===== config.mk =====
export PLATFORM = sky130hd
export DESIGN_NAME = bus_dma_master
export DESIGN_NICKNAME = d
export VERILOG_FILES = /design/src/rtl/bus_dma_master.sv
export SDC_FILE = /design/constraint.sdc
export NUM_CORES = 1
export LEC_CHECK = 0
export ABC_AREA = 1
export CAP_MARGIN = 0
export CORE_AREA = 8 8 131 133
export DETAILED_ROUTE_END_ITERATION = 6
export DIE_AREA = 0 0 139 141
export PLACE_DENSITY = 0.8
export SKIP_LAST_GASP = 1
export SLEW_MARGIN = 20
export SYNTH_ARGS = -nofsm -noshare
export SYNTH_HDL_FRONTEND = slang
export SYNTH_SLANG_ARGS = --single-unit

===== constraint.sdc =====
create_clock -name i_clk -period 2 [get_ports i_clk]
set_clock_uncertainty 0.2 [all_clocks]
set_input_delay 0.4 -clock i_clk [delete_from_list [all_inputs] [get_ports i_clk]]
set_output_delay 0.4 -clock i_clk [all_outputs]
set_load 0.005 [all_outputs]

===== src/rtl/bus_dma_master.sv =====
// rtl/bus_dma_master.sv - word-copy bus initiator sharing the CPU we/addr/wd/rd bus
// Reads one source word, writes it to the destination, repeats for len words.
module bus_dma_master #(
   parameter int LEN_W        = 16,
   parameter int READ_LATENCY = 1
) (
   input  logic             i_clk,
   input  logic             i_rst,
   input  logic             i_start,
   input  logic             i_abort,
   input  logic [31:0]      i_src_addr,
   input  logic [31:0]      i_dst_addr,
   input  logic [LEN_W-1:0] i_len,
   input  logic             i_bus_gnt,
   input  logic [31:0]      i_rd,
   output logic             o_bus_req,
   output logic             o_we,
   output logic [31:0]      o_addr,
   output logic [31:0]      o_wd,
   output logic             o_busy,
   output logic             o_done
);

   localparam logic [2:0] S_IDLE = 3'd0;
   localparam logic [2:0] S_REQ  = 3'd1;
   localparam logic [2:0] S_RD   = 3'd2;
   localparam logic [2:0] S_WR   = 3'd3;
   localparam logic [2:0] S_DONE = 3'd4;

   localparam int LAT_W = (READ_LATENCY < 2) ? 1 : $clog2(READ_LATENCY + 1);
   localparam logic [LAT_W-1:0] LAT_LAST = LAT_W'(READ_LATENCY);

   logic [2:0]       r_state;
   logic [31:0]      r_src_ptr;
   logic [31:0]      r_dst_ptr;
   logic [LEN_W-1:0] r_remaining;
   logic [31:0]      r_data;
   logic [LAT_W-1:0] r_lat;

   always_ff @(posedge i_clk) begin
      if (i_rst) begin
         r_state     <= S_IDLE;
         r_src_ptr   <= '0;
         r_dst_ptr   <= '0;
         r_remaining <= '0;
         r_data      <= '0;
         r_lat       <= '0;
      end else if (r_state != S_IDLE && i_abort) begin
         // abort returns to IDLE from anywhere; a WR already on the bus has completed
         r_state <= S_IDLE;
         r_lat   <= '0;
      end else begin
         case (r_state)
            S_IDLE: begin
               if (i_start && !i_abort) begin
                  if (i_len != '0) begin
                     r_src_ptr   <= {i_src_addr[31:2], 2'b00};
                     r_dst_ptr   <= {i_dst_addr[31:2], 2'b00};
                     r_remaining <= i_len;
                     r_state     <= S_REQ;
                  end else begin
                     r_state <= S_DONE;
                  end
               end
            end
            S_REQ: begin
               if (i_bus_gnt) begin
                  r_state <= S_RD;
                  r_lat   <= '0;
               end
            end
            S_RD: begin
               if (r_lat == LAT_LAST) begin
                  r_data  <= i_rd;
                  r_lat   <= '0;
                  r_state <= S_WR;
               end else begin
                  r_lat <= r_lat + LAT_W'(1);
               end
            end
            S_WR: begin
               r_src_ptr   <= r_src_ptr + 32'd4;
               r_dst_ptr   <= r_dst_ptr + 32'd4;
               r_remaining <= r_remaining - LEN_W'(1);
               r_state     <= (r_remaining == LEN_W'(1)) ? S_DONE : S_RD;
            end
            S_DONE: r_state <= S_IDLE;
            default: r_state <= S_IDLE;
         endcase
      end
   end

   // Outside RD/WR the bus lines sit at the decoder's idle values (all zero)
   assign o_bus_req = (r_state == S_REQ) || (r_state == S_RD) || (r_state == S_WR);
   assign o_we      = (r_state == S_WR);
   assign o_addr    = (r_state == S_RD) ? r_src_ptr :
                      (r_state == S_WR) ? r_dst_ptr : 32'd0;
   assign o_wd      = (r_state == S_WR) ? r_data : 32'd0;
   assign o_busy    = (r_state != S_IDLE);
   assign o_done    = (r_state == S_DONE);

endmodule


After elaboration in Yosys (flattened, before gate mapping)
Cells that the tools add are included.
W data, S select, Z words.
Operators by class
  add/sub/neg operators: 4
  equal/unequal tests: 9
  mux-type cells: 21
  bitwise operators: 1
  reduce and logical (&&, ||, !) cells: 15
Operators by type and width (count)
  $mux W32: 7
  $pmux W32 S2: 2
  $add A32 B3 Y32 const B: 2
  $mux W16: 2
  $pmux W16 S2: 1
  $eq A16 B1 Y1 const B: 1
  $reduce_bool A16 Y1: 1
  $sub A16 B1 Y16 const B: 1
  $mux W3: 5
  $pmux W3 S4: 1
  $ne A2 B2 Y1 const B: 4
  $eq A3 B2 Y1 const B: 2
  $reduce_and A3 Y1: 2
  $reduce_and A4 Y1: 1
  $reduce_bool A2 Y1: 2
  $eq A3 B1 Y1 const B: 1
  $eq A3 B3 Y1 const B: 1
  $logic_not A3 Y1: 1
  $reduce_bool A3 Y1: 1
  $logic_and A1 B1 Y1: 2
  $logic_or A1 B1 Y1: 2
  $mux W1: 2
  $pmux W1 S2: 1
  $reduce_and A2 Y1: 1
  other kinds (4): 4
Storage, ports and cells
  bits in registers: 116
  input port bits: 117
  output and inout port bits: 68

Depth between registers and ports, before layout
Gate-level depths: netlist (run 1).
  depth after elaboration: 4
  mapped depth: 12
  mapped depth without buffers: 11

Worst setup path before layout (run 1)
Ideal clock, no wire load.
  path kind: register to output
  start point: register r_state[1]
  end point: output o_addr[19]
  arrival time: 1.262 ns
  slack: 0.138 ns
  stages on the path, launching flop included: 7
  path buffers: 4
  cell sequence: dfxtp_1 buf_2 nand3_2 buf_2 buf_2 buf_2 o22ai_1
On the way
  word-level cells in the longest chain between the ends: 3
  elaborated cells between the ends (all ways): 4
  those cells by class: 2 x eq/ne; 2 x mux
RTL lines
  start, declared: RTL line 33  | logic [2:0] r_state;
  start signal, assigned: RTL line 85  | r_state <= (r_remaining == LEN_W'(1)) ? S_DONE : S_RD;
  $eq A3 B2 Y1: RTL line 97  | (r_state == S_WR) ? r_dst_ptr : 32'd0;
  $mux W32: RTL line 97
  $mux W32 *: RTL line 96  | assign o_addr = (r_state == S_RD) ? r_src_ptr :
  end, declared: RTL line 18  | output logic [31:0] o_addr,
Every way passes the cells marked *; elsewhere a longest branch is shown, timed or not.

Worst setup path in the final report (run 1)
  start point: register r_state[1]
  end point: output o_addr[31]
Same word-level chain as after synthesis.

==> results of run 1 <==
## logic make-up after synthesis
group / after synthesis / synth area share (%)
AO/OA/AOI/OAI: 235 / 16.5
XOR/XNOR: 4 / 0.474
adder cells (fa/ha/maj): 4 / 0.677
buffers and inverters: 196 / 11.3
flip-flops: 112 / 30.3
other: 1 / 0.0507
AND/OR/NAND/NOR: 727 / 40.7
## layout make-up
class                           count  area [sq um]  share of cell area (%)
Tap cell                          188           235                    1.97
Clock buffer                        9           225                    1.89
Clock inverter                      7          68.8                   0.578
Sequential cell                   112          2260                    18.9
Timing Repair Buffer              342          3410                    28.6
Timing Repair inverter              2          27.5                   0.231
Inverter                          131           522                    4.38
Multi-Input combinational cell    972          5170                    43.4
## synthesized netlist by cell type (all sizes together)
cell and n:
nand4 18, nor4 4, dfxtp 112, nor2 254, clkbuf 22, a22o 1, o22ai 19, a21oi 84
or2 3, nor3 19, conb 1, nand2 328, o211ai 2, xor2 1, o21bai 1, o21ai 124
ha 4, buf 43, a31oi 3, nand3 99, xnor2 3, o31ai 1, inv 131, nand3b 2
## through the flow
step / utilization [%] / instances / total power [uW] / area, sq um / TNS (ns)
after floorplan: - / 1280 / 4670 / 7390 / 0
after global placement: 66.4 / 1682 / 5820 / 9950 / -19.94
after detailed placement: 66.4 / 1682 / 5880 / 9950 / -26.28
after CTS: 72.1 / 1735 / 8120 / 10800 / -6.95
after global routing: 79.5 / 1763 / 9910 / 11900 / -18.68
final: 79.5 / 1763 / 9540 / 11900 / -11.00
## state kept, by name (all words and copies together) (netlist names)
name         cells
r_data          32
r_dst_ptr       30
r_lat            1
r_remaining     16
r_src_ptr       30
r_state          3
## placed cells by master, fill, tap and decap left out, types with 6 or more instances in the layout
master / n
nand3_1: 89
a21oi_1: 70
nand4_1: 18
clkbuf_16: 21
buf_8: 8
nand2_1: 306
o21ai_1: 17
nand2_2: 11
a21oi_2: 14
o22ai_2: 10
inv_1: 124
nor2_4: 19
nand3_2: 6
buf_6: 32
buf_12: 13
nand2_4: 10
dfxtp_2: 6
dfxtp_1: 104
nor2_1: 201
buf_16: 6
o22ai_4: 7
o21ai_0: 61
inv_8: 6
buf_2: 57
nor3_1: 17
clkdlybuf4s50_1: 112
nor2_2: 34
o21ai_2: 34
o21ai_4: 12
buf_4: 99
## critical path, stage by stage, from the launching register on
cell and delay, ns:
dfxtp_4 0.39, nand3_4 0.10, buf_6 0.15, buf_6 0.13
buf_12 0.14, o22ai_4 0.24, buf_2 0.17
## metal layers
layer,up-vias,wire length [microns],GRT usage [%]
li1,4693,-,-
met5,-,13,0
met4,2,2250,11.9
met1,4589,12600,34.4
met3,227,3870,6.38
met2,772,14900,44.2
## path summary, 6_finish.rpt
kind | start | to | slack (ns) | depth (start not counted)
max | r_state[1] | o_addr[31] | -0.31 | 6
min | r_data[19] | r_data[19] | 0.26 | 2
max reg2reg | r_src_ptr[9] | r_src_ptr[17] | -0.26 | 7
min reg2reg | r_data[19] | r_data[19] | 0.26 | 2
## power groups by stage
stage | sequential, uW | combinational, uW | clock, uW
global route | 3020 | 4890 | 2000
global placement | 2930 | 2890 | 0
CTS | 2910 | 3320 | 1900
floorplan | 2880 | 1790 | 0
detailed placement | 2940 | 2940 | 0
finish | 3000 | 4620 | 1920
## what timing repair did
action | in CTS | in global routing
hold buffers | 0 | 0
setup buffers | 34 | 18
pin swaps | 7 | 41
resized for setup | 370 | 224
cloned | 7 | 16
endpoints found under the setup margin | 139 | 138
==> impl_results.md, run 1 <==
* PnR worst setup slack at -0.308 ns
* Global-route wire length before repair at 44.1 mm
* Setup CP Type: flip-flop to output pin
* Req. time, crit path at 1.40 ns
* Chip Height at 141 microns
* Leak pwr at 0.00487 uW
* Buffers on Ports at 178
* Final ANT Viol Nets at 0
* Wire per inst at around 19 microns
* Worst-path maximum fanout at 6
* P_int at 5550 uW
* Ports at 185
* VDD IR max at 0.667 mV
* # H-tree levels at 3
* TritonCTS clock tree: done
* Worst setup EP type: output pin
* Die footprint at 19600 sq um
* Gate power share at 48.5%
* Area Overhead vs Synth at 61.2%
* Placeable core area at 15000 sq um
* Initial antenna violation count at 1
* Vias in the first global route at 8567
* Clk_lat worst skew at 0.37 ns
* Status: finished, violations left
* Synth top area share at 30.3%
* Clock power share at 20.1%
* Synth area leader: dfxtp_1
* Final period util at 115%
* Largest net degree at the start of global routing at 46
* Clk buf depth at 2
* P per Cell Area at between 800 and 900 nW/um^2
* GR Util All Layers at between 20% and 30%
* Ratio of cells with drive above 1 in the final layout at 27.2%
* Sw frac at 41.8%
* Nets@finish at 1691
* Detailed Route Iter0 Violations at around 1.4k
* Via/cell ratio at 5.83
* Post-DP HPWL at around 19 mm
* CTS clk-pin slew, worst paths at approximately 0.090 ns
* Main area contributors after synthesis: dfxtp_1 (30%), nand2_1 (16%), nor2_1 (13%), o21ai_0 (6.6%), inv_1 (6.4%)
* Initial Util at around half
* Fin. max-slew vios at 0
* Mapped Avg Cell Area at roughly 5.8 sq um
* Total CTS buffers at 9
* Drt total wl at 33.6 mm
* FF+latch count, synth at about 110
* Register area share after synthesis at 30.3%
* CP Launch Type: flip-flop
* Total gr overflow at 0
* Site Rows at 45
* Final hold slack at between 0.2 and 0.3 ns
* Clock tree sinks at 112
* Clock root buffer: clkbuf_16
* Syn Inst Count at 1279
* # Max-Cap Violations at 0
* Routability cong. at 0.977
* Min Clock Period, post-route at 2.31 ns
* Ys Warns at 0
* Die X-Extent at 139 microns
* N_diodes at 0
* Setup violators final at 117
* Fmax at 0.433 GHz
* Drc violations at 7
* Hold/Removal Path Class: flip-flop to flip-flop
* Arr. time, crit path at approximately 1.7 ns
* Post-place setup slack at -0.347 ns
* RSZ-0062 raised after global routing: yes
* Filler Cell Count at 1000
* Final Hold Viols at 0
* Netlist cell types at 36
* Failing checks: design-rule violations, negative setup slack
* Net Switching at 3990 uW
* Mapped Area at between 7000 and 8000 sq um
* Vias at 10.3k
* First-pass detailed-route iteration total at 7
* Sequential Power Share at 31.4%
Note: power is estimated with default switching activity, not from simulation.
==> run 2: changes to the inputs <==
--- a/config.mk
+++ b/config.mk
@@ -11,6 +11,7 @@
 export DETAILED_ROUTE_END_ITERATION = 6
 export DIE_AREA = 0 0 139 141
 export PLACE_DENSITY = 0.8
+export RECOVER_POWER = 50
 export SKIP_LAST_GASP = 1
 export SLEW_MARGIN = 20
 export SYNTH_ARGS = -nofsm -noshare
==> run 2 against run 1 <==
Against the previous run:
- the run still ends with design-rule violations, negative setup slack left
- non-clock buffer count unchanged
- clock power about the same
- sequential share of layout area about the same
- power about the same
- critical path depth increased by 1
- wire length about the same
- setup slack got worse by 0.0064 ns
- register-to-register slack got worse by 0.05 ns
- fmax decreased by 0.28%
- critical path type is now flip-flop to flip-flop
==> impl_results.md, run 2 (synthesized netlist as in run 1, its figures left out) <==
* VDD IR max at 0.670 mV (+0.53%)
* Global-route wire length before repair at 44.1 mm (unchanged)
* Arr. time, crit path at 2.37 ns (+0.66 ns)
* Routability cong. at 0.977 (unchanged)
* Site Rows at 45 (unchanged)
* Initial Util at 49.3% (unchanged)
* Wire per inst at 19.1 microns (about the same)
* Vias in the first global route at 8567 (unchanged)
* N_diodes at 0 (unchanged)
* Total gr overflow at 0 (unchanged)
* Final ANT Viol Nets at 0 (unchanged)
* CP Launch Type: flip-flop
* Req. time, crit path at 2.06 ns (+0.66 ns)
* Total CTS buffers at 9 (unchanged)
* Number of flip-flops in the largest register at 32 (unchanged)
* Nets@finish at 1691 (unchanged)
* Die X-Extent at 139 microns (unchanged)
* Post-Layout Cell Count at 1763 (unchanged)
* Failing checks: design-rule violations, negative setup slack
* Chip Height at 141 microns (unchanged)
* Crit path top cell by count: nor2_1
* Buffers on Ports at 178 (unchanged)
* Worst-path maximum fanout at 5 (-1)
* Clock tree sinks at 112 (unchanged)
* Ports at 185 (unchanged)
* Post-place setup slack at -0.347 ns (unchanged)
* Vias at 10.3k (-0.27%)
* PnR worst setup slack at -0.314 ns (-0.00637 ns)
* First-pass detailed-route iteration total at 7 (unchanged)
* Post-DP HPWL at 19.0 mm (unchanged)
* Largest net degree at the start of global routing at 46 (unchanged)
* Status: finished, violations left
* Biggest regs: r_data (32), r_dst_ptr (30), r_src_ptr (30)
* Final Hold Viols at 0 (unchanged)
* Via/cell ratio at 5.82 (-0.27%)
* Initial antenna violation count at 1 (unchanged)
* Peak per-stage delay on the critical path at 0.42 ns (+0.03 ns)
* Die footprint at 19600 sq um (unchanged)
* CTS clk-pin slew, worst paths at 0.09 ns (about the same)
* Clock root buffer: clkbuf_16
* # H-tree levels at 3 (unchanged)
* # Max-Cap Violations at 0 (unchanged)
* Hold/Removal Path Class: flip-flop to flip-flop
* Largest delay share family, worst path: simple AND/OR/NAND/NOR gates
* Clk buf depth at 2 (unchanged)
* Drc violations at 5 (-2)
* Final period util at 116% (+0.32 points)
* WP buf/inv at 0 (-4)
* GR Util All Layers at 27.4% (unchanged)
* Drt total wl at 33.6 mm (about the same)
* Fmax at 0.432 GHz (-0.28%)
* Detailed Route Iter0 Violations at 1426 (+2.2%)
* Min Clock Period, post-route at 2.31 ns (+0.00637 ns)
* Leak pwr at 0.00487 uW (about the same)
* Worst path cell trace: nand2_1 > nor2_1 > nand3_1 > nor2_1 > nand3_1 > a21oi_1 > nor2_1
* Reg with most FFs: r_data
* P per Cell Area at 802 nW/um^2 (+0.11%)
* Leading cell types in the layout, fill and taps excluded: nand2_1 (306), nor2_1 (201), inv_1 (124)
* Slowest CP cell: dfxtp_1
* TritonCTS clock tree: done
* RSZ-0062 raised after global routing: yes
* Placed cells at 1682 (unchanged)
* Worst setup EP type: flip-flop
* Placeable core area at 15000 sq um (unchanged)
* Final hold slack at 0.257 ns (+0.000257 ns)
* Setup violators final at 118 (+0.85%)
* Cts hold-fix bufs at 0 (unchanged)
* Total power at 9540 uW (about the same)
* Clk_lat worst skew at 0.37 ns (about the same)
* Setup CP Type: flip-flop to flip-flop
* Fin. max-slew vios at 0 (unchanged)
* Ratio of cells with drive above 1 in the final layout at 27.2% (unchanged)
* Commonest non-fill, non-tap cell in the layout: nand2_1
* Area Overhead vs Synth at 61.1% (about the same)
==> run 2: cell type report <==
type | instances | area [sq um]
Timing Repair inverter | 2 | 27.5
Tap cell | 188 | 235
Multi-Input combinational cell | 972 | 5170
Timing Repair Buffer | 342 | 3400
Clock buffer | 9 | 225
Fill cell | 1002 | 3070
Inverter | 131 | 522
Clock inverter | 7 | 68.8
Sequential cell | 112 | 2260
==> run 2: final timing paths <==
path           startpoint            end  slack, ns  depth (start not counted)
max reg2reg  r_src_ptr[9]  r_src_ptr[17]      -0.31                          7
min            r_data[19]     r_data[19]       0.26                          2
max          r_src_ptr[9]  r_src_ptr[17]      -0.31                          7
min reg2reg    r_data[19]     r_data[19]       0.26                          2
==> run 2: per-stage QoR <==
stage          util (%)  TNS (ns)  area, sq um
6_report           79.5    -11.24        11900
2_1_floorplan         -         0         7390
5_1_grt            79.5    -18.84        11900
3_5_place_dp       66.4    -26.28         9950
4_1_cts            72.1     -6.95        10800
3_3_place_gp       66.4    -19.94         9950
==> run 2: routing by layer <==
layer | routed length (microns) | track usage (%)
met2 | 15000 | 44.2
met1 | 12600 | 34.4
met4 | 2140 | 11.9
met5 | 13 | 0
met3 | 3870 | 6.38
==> run 2: timing repair <==
item                       CTS  global route
setup buffers               34            18
gates cloned                 7            16
pin swaps                    7            41
setup endpoints to repair  139           138
resized for setup          370           224
==> run 2: where the power goes <==
part | leakage [uW] | internal [uW] | switching, uW | total, uW
clock | 0.000147 | 893 | 1030 | 1920
combinational | 0.00380 | 2070 | 2550 | 4620
sequential | 0.000918 | 2580 | 418 | 3000
total | 0.00487 | 5550 | 4000 | 9540
==> run 2: worst min-delay path, cell delays in order, from the launching register on <==
cell and delay [ns]:
dfxtp_1 0.31, inv_1 0.06, a21oi_1 0.05
